--- config.mk ---
export PLATFORM = sky130hd
export DESIGN_NAME = alu_op_sequencer
export DESIGN_NICKNAME = d
export VERILOG_FILES = /design/src/rtl/alu_op_pkg.sv /design/src/rtl/alu_op_decode.sv /design/src/rtl/alu_op_sequencer.sv
export SDC_FILE = /design/constraint.sdc
export NUM_CORES = 1
export LEC_CHECK = 0
export ABC_AREA = 1
export CORE_UTILIZATION = 41
export CTS_BUF_LIST = sky130_fd_sc_hd__clkbuf_16
export DETAILED_ROUTE_END_ITERATION = 10
export GPL_TIMING_DRIVEN = 0
export PLACE_DENSITY = 0.93
export RECOVER_POWER = 50
export SLEW_MARGIN = 10
export SYNTH_ARGS = -nofsm -noshare
export SYNTH_HDL_FRONTEND = slang
export SYNTH_SLANG_ARGS = --single-unit
--- constraint.sdc ---
create_clock -name clk -period 2.39 [get_ports clk]
set_input_delay 0.478 -clock clk [delete_from_list [all_inputs] [get_ports clk]]
set_output_delay 0.478 -clock clk [all_outputs]
set_load 0.01 [all_outputs]
--- src/rtl/alu_op_pkg.sv ---
// -----------------------------------------------------------------------------
// alu_op_pkg
// Shared definitions for the ALU control path of the RV32 core: base alu_op
// encodings (5-bit, widened by the decoder), RV32 opcode constants, the
// M-extension funct7 value, the sequencer state type and the helper that maps
// funct3 to the integer ALU operation.
// Used by alu_op_decode and alu_op_sequencer. No ports.
// -----------------------------------------------------------------------------
package alu_op_pkg;

  // Width of the base encoding. The MSB marks an M-extension op; the decoder
  // moves it to bit ALU_OP_W-1 and zero-fills the bits in between.
  localparam int OP_CODE_W = 5;

  localparam logic [OP_CODE_W-1:0] ALU_ADD    = 5'b00000;
  localparam logic [OP_CODE_W-1:0] ALU_SUB    = 5'b00001;
  localparam logic [OP_CODE_W-1:0] ALU_AND    = 5'b00010;
  localparam logic [OP_CODE_W-1:0] ALU_OR     = 5'b00011;
  localparam logic [OP_CODE_W-1:0] ALU_XOR    = 5'b00100;
  localparam logic [OP_CODE_W-1:0] ALU_SLT    = 5'b00101;
  localparam logic [OP_CODE_W-1:0] ALU_SLTU   = 5'b00110;
  localparam logic [OP_CODE_W-1:0] ALU_SLL    = 5'b00111;
  localparam logic [OP_CODE_W-1:0] ALU_SRL    = 5'b01000;
  localparam logic [OP_CODE_W-1:0] ALU_SRA    = 5'b01001;
  localparam logic [OP_CODE_W-1:0] ALU_CLR    = 5'b01010;
  localparam logic [OP_CODE_W-1:0] ALU_PASS_B = 5'b01111;
  localparam logic [OP_CODE_W-1:0] ALU_MUL    = 5'b10000;
  localparam logic [OP_CODE_W-1:0] ALU_MULH   = 5'b10001;
  localparam logic [OP_CODE_W-1:0] ALU_MULHSU = 5'b10010;
  localparam logic [OP_CODE_W-1:0] ALU_MULHU  = 5'b10011;
  localparam logic [OP_CODE_W-1:0] ALU_DIV    = 5'b10100;
  localparam logic [OP_CODE_W-1:0] ALU_DIVU   = 5'b10101;
  localparam logic [OP_CODE_W-1:0] ALU_REM    = 5'b10110;
  localparam logic [OP_CODE_W-1:0] ALU_REMU   = 5'b10111;

  localparam logic [6:0] OPC_OP     = 7'b0110011;
  localparam logic [6:0] OPC_OP_IMM = 7'b0010011;
  localparam logic [6:0] OPC_LOAD   = 7'b0000011;
  localparam logic [6:0] OPC_STORE  = 7'b0100011;
  localparam logic [6:0] OPC_JALR   = 7'b1100111;
  localparam logic [6:0] OPC_BRANCH = 7'b1100011;
  localparam logic [6:0] OPC_SYSTEM = 7'b1110011;
  localparam logic [6:0] OPC_LUI    = 7'b0110111;
  localparam logic [6:0] OPC_AUIPC  = 7'b0010111;
  localparam logic [6:0] OPC_JAL    = 7'b1101111;

  localparam logic [6:0] FUNCT7_M = 7'b0000001;

  typedef enum logic [1:0] {
    IDLE  = 2'd0,
    ISSUE = 2'd1,
    MC    = 2'd2
  } seq_state_t;

  // Integer op selected by funct3. 'alt' picks SUB over ADD and SRA over SRL;
  // the caller decides whether funct7[5] is allowed to drive it.
  function automatic logic [OP_CODE_W-1:0] arith_code(input logic [2:0] f3,
                                                      input logic       alt);
    logic [OP_CODE_W-1:0] code;
    code = ALU_ADD;
    case (f3)
      3'b000:  code = alt ? ALU_SUB : ALU_ADD;
      3'b001:  code = ALU_SLL;
      3'b010:  code = ALU_SLT;
      3'b011:  code = ALU_SLTU;
      3'b100:  code = ALU_XOR;
      3'b101:  code = alt ? ALU_SRA : ALU_SRL;
      3'b110:  code = ALU_OR;
      default: code = ALU_AND;
    endcase
    return code;
  endfunction

endpackage

--- src/rtl/alu_op_decode.sv ---
// -----------------------------------------------------------------------------
// alu_op_decode
// Pure combinational decode of {opcode, funct3, funct7} into the widened ALU
// operation code. Shared with the hazard unit.
//
// Ports:
//   opcode  [6:0]          instruction[6:0]
//   funct3  [2:0]          instruction[14:12]
//   funct7  [6:0]          instruction[31:25] (imm[11:5] for shifts)
//   alu_op  [ALU_OP_W-1:0] operation code, MSB set for M-extension ops
//   illegal                instruction not recognised (alu_op = PASS_B)
//   is_mc                  op needs the multi-cycle multiplier/divider
//   is_div                 multi-cycle op is DIV/DIVU/REM/REMU
//
// Configuration: macro ALU_OP_SEQ_RV32M_EN enables M-extension decode; when it
// is undefined, R-type with funct7 = 0000001 is illegal and is_mc/is_div are 0.
// ALU_OP_W must be at least 5.
// -----------------------------------------------------------------------------
module alu_op_decode
  import alu_op_pkg::*;
#(
  parameter int ALU_OP_W = 5
) (
  input  logic [6:0]          opcode,
  input  logic [2:0]          funct3,
  input  logic [6:0]          funct7,
  output logic [ALU_OP_W-1:0] alu_op,
  output logic                illegal,
  output logic                is_mc,
  output logic                is_div
);

  logic [OP_CODE_W-1:0] w_code;

  always_comb begin
    // NOTE: every signal written here gets a default first; a path that skips
    // an assignment would otherwise infer a latch.
    w_code  = ALU_PASS_B;
    illegal = 1'b0;
    is_mc   = 1'b0;
    is_div  = 1'b0;
    case (opcode)
      OPC_OP: begin
        if (funct7 == FUNCT7_M) begin
`ifdef ALU_OP_SEQ_RV32M_EN
          w_code = {ALU_MUL[OP_CODE_W-1:3], funct3};
          is_mc  = 1'b1;
          is_div = funct3[2];
`else
          illegal = 1'b1;
`endif
        end else begin
          w_code = arith_code(funct3, funct7[5]);
        end
      end
      // Only SRAI looks at funct7[5]; ADDI with that bit set is still ADD.
      OPC_OP_IMM: w_code = arith_code(funct3, (funct3 == 3'b101) && funct7[5]);
      OPC_LOAD, OPC_STORE, OPC_JALR, OPC_BRANCH,
      OPC_LUI, OPC_AUIPC, OPC_JAL: w_code = ALU_ADD;
      OPC_SYSTEM: begin
        // CSRRW/CSRRS/CSRRC and immediate forms share funct3[1:0].
        case (funct3[1:0])
          2'b01:   w_code = ALU_PASS_B;
          2'b10:   w_code = ALU_OR;
          2'b11:   w_code = ALU_CLR;
          default: illegal = 1'b1;
        endcase
      end
      default: illegal = 1'b1;
    endcase
  end

  // Widen: M flag to the MSB, base code in the low bits, zeros between.
  always_comb begin
    alu_op                      = '0;
    alu_op[OP_CODE_W-2:0]       = w_code[OP_CODE_W-2:0];
    alu_op[ALU_OP_W-1]          = w_code[OP_CODE_W-1];
  end

endmodule

--- src/rtl/alu_op_sequencer.sv ---
// -----------------------------------------------------------------------------
// alu_op_sequencer
// ID->EX boundary register for the ALU operation code with a valid/ready
// handshake on both sides, plus sequencing of multi-cycle M-extension ops
// (latency counter, busy stall request and done pulse).
//
// Ports:
//   clk, reset        core clock; synchronous active-high reset
//   flush             drop any held or in-flight op
//   in_valid/in_ready decoder handshake
//   opcode/funct3/funct7 instruction fields to decode
//   out_valid/out_ready EX handshake
//   alu_op, illegal   registered decode result, stable while out_valid
//   mc_busy           multi-cycle unit occupied (stall source)
//   mc_done           one-cycle pulse when the multi-cycle result is ready
//
// Configuration: macro ALU_OP_SEQ_RV32M_EN enables the MC state and latency
// counter; when undefined, mc_busy and mc_done are tied 0.
// Parameters: ALU_OP_W >= 5, MUL_LAT/DIV_LAT >= 1, 2^CNT_W > max latency.
// -----------------------------------------------------------------------------
module alu_op_sequencer
  import alu_op_pkg::*;
#(
  parameter int ALU_OP_W = 5,
  parameter int MUL_LAT  = 2,
  parameter int DIV_LAT  = 32,
  parameter int CNT_W    = 6
) (
  input  logic                clk,
  input  logic                reset,
  input  logic                flush,
  input  logic                in_valid,
  output logic                in_ready,
  input  logic [6:0]          opcode,
  input  logic [2:0]          funct3,
  input  logic [6:0]          funct7,
  output logic                out_valid,
  input  logic                out_ready,
  output logic [ALU_OP_W-1:0] alu_op,
  output logic                illegal,
  output logic                mc_busy,
  output logic                mc_done
);

  // Counter load values: the done cycle is the one where the counter is 0,
  // so loading LAT-1 at the handshake gives done exactly LAT cycles later.
  localparam logic [CNT_W-1:0] MUL_LOAD = CNT_W'(MUL_LAT - 1);
  localparam logic [CNT_W-1:0] DIV_LOAD = CNT_W'(DIV_LAT - 1);

  seq_state_t r_state;
  seq_state_t w_next_state;

  logic [ALU_OP_W-1:0] r_alu_op;
  logic                r_illegal;

  logic [ALU_OP_W-1:0] w_dec_op;
  logic                w_dec_illegal;
  logic                w_dec_is_mc;
  logic                w_dec_is_div;

  logic                w_accept;      // capture the decoded instruction
  logic                w_head_is_mc;  // op held for EX is multi-cycle

`ifdef ALU_OP_SEQ_RV32M_EN
  logic                r_is_mc;
  logic                r_is_div;
  logic [CNT_W-1:0]    r_cnt;
  logic                w_issue_mc;    // M op handed to EX this cycle
  logic                w_cnt_zero;

  assign w_head_is_mc = r_is_mc;
  assign w_cnt_zero   = (r_cnt == '0);
`else
  logic                w_unused;

  assign w_head_is_mc = 1'b0;
  assign w_unused     = ^{w_dec_is_mc, w_dec_is_div, MUL_LOAD, DIV_LOAD};
`endif

  alu_op_decode #(
    .ALU_OP_W (ALU_OP_W)
  ) u_decode (
    .opcode  (opcode),
    .funct3  (funct3),
    .funct7  (funct7),
    .alu_op  (w_dec_op),
    .illegal (w_dec_illegal),
    .is_mc   (w_dec_is_mc),
    .is_div  (w_dec_is_div)
  );

  // Next state, handshake and capture strobes.
  always_comb begin
    w_next_state = r_state;
    w_accept     = 1'b0;
    in_ready     = 1'b0;
`ifdef ALU_OP_SEQ_RV32M_EN
    w_issue_mc   = 1'b0;
`endif
    case (r_state)
      IDLE: begin
        in_ready = 1'b1;
        if (in_valid) begin
          w_accept     = 1'b1;
          w_next_state = ISSUE;
        end
      end
      ISSUE: begin
        if (out_ready) begin
          if (w_head_is_mc) begin
`ifdef ALU_OP_SEQ_RV32M_EN
            w_issue_mc   = 1'b1;
            w_next_state = MC;
`endif
          end else begin
            // EX drains the held op, so a new one can be taken in the same
            // cycle without a bubble.
            in_ready = 1'b1;
            if (in_valid) begin
              w_accept = 1'b1;
            end else begin
              w_next_state = IDLE;
            end
          end
        end
      end
`ifdef ALU_OP_SEQ_RV32M_EN
      MC: begin
        if (w_cnt_zero) begin
          w_next_state = IDLE;
        end
      end
`endif
      default: w_next_state = IDLE;
    endcase

    // Flush discards whatever the decoder presents this cycle as well.
    if (flush) begin
      w_next_state = IDLE;
      w_accept     = 1'b0;
      in_ready     = 1'b0;
`ifdef ALU_OP_SEQ_RV32M_EN
      w_issue_mc   = 1'b0;
`endif
    end
    if (reset) begin
      in_ready = 1'b0;
    end
  end

  always_ff @(posedge clk) begin
    // NOTE: non-blocking (<=) for every flop so all registers update from the
    // same pre-edge values regardless of block ordering.
    if (reset) begin
      r_state <= IDLE;
    end else begin
      r_state <= w_next_state;
    end
  end

  always_ff @(posedge clk) begin
    if (reset) begin
      r_alu_op  <= '0;
      r_illegal <= 1'b0;
    end else if (w_accept) begin
      r_alu_op  <= w_dec_op;
      r_illegal <= w_dec_illegal;
    end
  end

`ifdef ALU_OP_SEQ_RV32M_EN
  always_ff @(posedge clk) begin
    if (reset) begin
      r_is_mc  <= 1'b0;
      r_is_div <= 1'b0;
    end else if (w_accept) begin
      r_is_mc  <= w_dec_is_mc;
      r_is_div <= w_dec_is_div;
    end
  end

  always_ff @(posedge clk) begin
    if (reset || flush) begin
      r_cnt <= '0;
    end else if (w_issue_mc) begin
      r_cnt <= r_is_div ? DIV_LOAD : MUL_LOAD;
    end else if ((r_state == MC) && !w_cnt_zero) begin
      r_cnt <= r_cnt - 1'b1;
    end
  end

  assign mc_busy = (r_state == MC);
  // A result dropped by flush or reset is never reported as done.
  assign mc_done = (r_state == MC) && w_cnt_zero && !flush && !reset;
`else
  assign mc_busy = 1'b0;
  assign mc_done = 1'b0;
`endif

  assign out_valid = (r_state == ISSUE);
  assign alu_op    = r_alu_op;
  assign illegal   = r_illegal;

endmodule

# --- Word level (Yosys, flattened, before mapping) ---
# Cells that the tools add are included.
word_totals:
  reg_bits: 8
  input_bits: 22
op_classes:
  n_eq_ne: 24
  mux: 24
  reduce_logical: 8
op_table:
  columns: ["operator", "n"]
  rows:
  - ["$pmux 5 s7", 2]
  - ["$eq 7x7->1 const B", 4]
  - ["$eq 7x6->1 const B", 3]
  - ["$pmux 5 s4", 1]
  - ["$eq 7x5->1 const B", 2]
  - ["$mux 1", 12]
  - ["$eq 3x3->1 const B", 3]
  - ["$pmux 4 s2", 1]
  - ["$reduce_or 8->1", 1]
  - ["$eq 7x1->1 const B", 1]
  - ["$eq 7x2->1 const B", 1]
  - ["$reduce_or 7->1", 1]
  - ["$eq 3x2->1 const B", 2]
  - ["$mux 2", 3]
  - ["$mux 5", 1]
  - ["$eq 2x1->1 const B", 2]
  - ["$eq 2x2->1 const B", 2]
  - ["$ne 2x2->1 const B", 2]
  - ["$pmux 1 s2", 2]
  - ["$pmux 2 s2", 1]
  - ["$eq 3x1->1 const B", 1]
  - ["$logic_not 3->1", 1]
  - ["$pmux 1 s3", 1]
  - ["$reduce_and 3->1", 1]
  - ["5 further kinds", 5]

# --- Depth between registers and ports, before layout ---
# Gate-level depths: netlist of run 1.
depth:
  word_depth: 5
  ltp_mapped: 9
  ltp_nobuf: 9

# --- Cells and area by module ---
# Synthesis of run 1 repeated with hierarchy kept, for this count alone.
unflattened:
  cells_unflattened: 134
  hier_area_um2: 716.9
modules_own_cells:
  columns: ["module", "n_inst", "cells_each", "area_per_inst_um2", "seq_area_each_um2"]
  rows:
  - ["alu_op_decode", 1, 84, 362.8, 0.0]
  - ["alu_op_sequencer", 1, 50, 354.1, 140.1]

# --- Worst setup path before layout of run 1 ---
# OpenSTA, ideal clock, no wires.
synth_timing:
  kind: "in2out"
  start: "in flush"
  end: "out in_ready"
  arrival_time_ps: 936
  required_ps: 1912
  path_slack_ps: 976
  path_stages: 2
  path_cell_list: "or2_2 nor2_1"
synth_between:
  elab_chain_cells: 2
synth_lines:
  columns: ["element", "line", "source"]
  rows:
  - ["from (decl)", "alu_op_sequencer.sv:31", "input logic flush,"]
  - ["$mux 1", "alu_op_sequencer.sv:138", "if (flush) begin"]
  - ["$mux 1", "alu_op_sequencer.sv:146", "if (reset) begin"]
  - ["to (decl)", "alu_op_sequencer.sv:33", "output logic in_ready,"]
# No other way between the ends.

# --- Final worst setup path of run 1 ---
# Same ends and word-level chain as after synthesis.

==> metrics.txt, run 1 <==
status=completed; drt total wl=1.59 mm; Post-Syn Area per Cell=5.37 um2; Port Buffers=28; mux contribution to synthesized area=0; Die X=41.0 um; Mapped Area=around 620 um2; met2 usage=0.430; Total Routing Usage GR=0.225; main combinational cell family by area after synthesis=simple AND/OR/NAND/NOR gates; Root Driver=clkbuf_16; simple-gate share of the synthesized area=0.590; DP Wirelength=1.26 mm; Post-Synthesis Cells=116; Period Utilization, post-route=0.907; die height=41.0 um; initial antenna violation count=0; met3 Track Usage GR=0.0815; Longest Clk Path Bufs=2; met1 Resource Use GR=0.247; Hold Crit Class=reg2reg; Critical Path Max Stage Delay=460 ps; Max Slew Vio Count=0; WS Path Type=in2out; clock-pin slew on the worst setup and hold paths=roughly 30 ps; Nets=173; global route hottest layer=met2; clock sink count=6; cts bufs inserted=3; initial core utilization=0.462; Crit path max-delay family=buffers and inverters; max_cap viols=0; kind of start point of the critical path=input port; Top Ports=32; #FFs+latches synth=6; post-synthesis adder-cell area fraction=0; Seq/Total Area, Yosys=0.193; first-pass GRT wire length=2.53 mm; slowest cell on the critical path=clkdlybuf4s50_1; Worst Setup End Kind=primary output; # hold bufs at CTS=0; Antenna Cells=0; total congestion overflow=0; vias in the first global route=687; Post-DRT Antenna Nets=0; CP Max Fanout=2; leak pwr=0.497 nW; post-synthesis compound-gate area fraction=0.0542; Rows=13; FMAX=roughly 460 MHz; TritonRoute pass-1 iters=4; commonest non-fill, non-tap cells in the layout=29 x nor2_1, 25 x nand2_1, 22 x clkdlybuf4s50_1; Avg WL per Cell=9.70 um; RSZ-0062 raised after global routing=no; layout cells sized above 1=0.121; die area=between 1500 and 2000 um2; Max VDD drop=746 uV; Core ar.=1350 um2; Clk Latency, worst-skew pair=230 ps; WHS=between 500 and 600 ps; TritonCTS clock tree=built; worst path cell trace=clkdlybuf4s50_1 -> or2_2 -> nor2_1 -> dlygate4sd2_1; TNS Setup=0 ps; xor/xnor share of the synthesized area=0; largest net degree at the start of global routing=9; Initial DRC Count=13; Netlist cell types=17; fin crit period=between 2000 and 2500 ps; WP buf/inv=2; DR vias=~770; total DRC errors in the routed layout=0; Pwr Density=between 400 and 500 nW/um2; filler cell count=approximately 110; count of final setup violators=0; most common cell after layout, fill and taps aside=nor2_1; CP arrival=1690 ps; Final Skew=2.53 ps; Vias per Instance=4.66; Fin. Hold Viols=0; Post-CTS Setup Inserts=0; Critical Path RT=1910 ps; GPL Wtd Cong=0.816; Yosys warning count=0; htree depth=1; Area Growth Syn to Fin=61.0%
[through the flow]
step	cells	utilization	total power [mW]	setup WS (ps)	instance area, um2
6_report	164	0.743	0.492	223	1000
5_1_grt	164	0.743	0.514	191	1000
4_1_cts	164	0.743	0.496	223	1000
3_5_place_dp	161	0.689	0.225	15.8	930
3_3_place_gp	161	0.689	0.222	26.2	930
2_1_floorplan	118	-	0.162	976	631
[cells in the mapped netlist, drive strengths merged]
cell type   n  share of area
inv        20           0.12
nand2      29           0.19
nand3      12          0.096
a21oi       1         0.0080
dfxtp       6           0.19
nand3b      1          0.012
conb        1         0.0060
buf         3          0.036
nor2       32           0.20
nor3        5          0.076
or2         1          0.010
o21ai       5          0.046
[logic make-up after synthesis]
logic type             count (synthesis)
AND/OR/NAND/NOR                       80
buffers and inverters                 23
AO/OA/AOI/OAI                          6
flip-flops                             6
other                                  1
[tightest hold or removal path, delay by kind of cell, from the launching register on]
| family | cells | cell delay [ps] |
|---|---|---|
| AO/OA/AOI/OAI | 1 | 80 |
| flip-flops | 1 | 310 |
| AND/OR/NAND/NOR | 1 | 90 |
[repair_timing]
item,CTS,global route
gates resized for setup,1,0
endpoints found under the setup margin,1,0
hold endpoints to repair,0,0
[power breakdown]
group	leakage (nW)	switching [mW]	internal [mW]	total [mW]
logic	0.410	0.0529	0.0592	0.112
registers	0.0496	0.00297	0.108	0.111
clock network	0.0370	0.0545	0.215	0.269
[state kept, by name, summed over array words and instances, names as in the netlist]
signal / cells
alu_op: 4
illegal: 1
r_state: 1
[final timing paths]
path         cells past startpoint  slack (ps)       start         to
min reg2reg                      2         520   alu_op[2]  alu_op[2]
max reg2reg                      5        1280  r_state[0]  alu_op[0]
min                              2         520   alu_op[2]  alu_op[2]
max                              4         220       flush   in_ready
[layer usage]
metal / vias to the layer above / routed length, um
met3: 0 / 96
met1: 332 / 683
met5: - / 0
met2: 19 / 809
met4: 0 / 0
li1: 414 / -
[area by class of cell]
class,count,area [um2],area share
multi-input cells,89,413,0.411
repair buffers,28,279,0.278
flip-flops and latches,6,120,0.120
clock buffers,3,75.1,0.0748
well taps,15,18.8,0.0187
inverters,20,75.1,0.0748
plain buffers,3,22.5,0.0224
Note: power is estimated with default switching activity, not from simulation.
==> run 2, diff against run 1 <==
--- a/config.mk
+++ b/config.mk
@@ -12,6 +12,7 @@
 export GPL_TIMING_DRIVEN = 0
 export PLACE_DENSITY = 0.93
 export RECOVER_POWER = 50
+export SETUP_SLACK_MARGIN = 0.05
 export SLEW_MARGIN = 10
 export SYNTH_ARGS = -nofsm -noshare
 export SYNTH_HDL_FRONTEND = slang
==> results of run 2 <==
The final DEF is identical to that of run 1; final timing and power are the same.
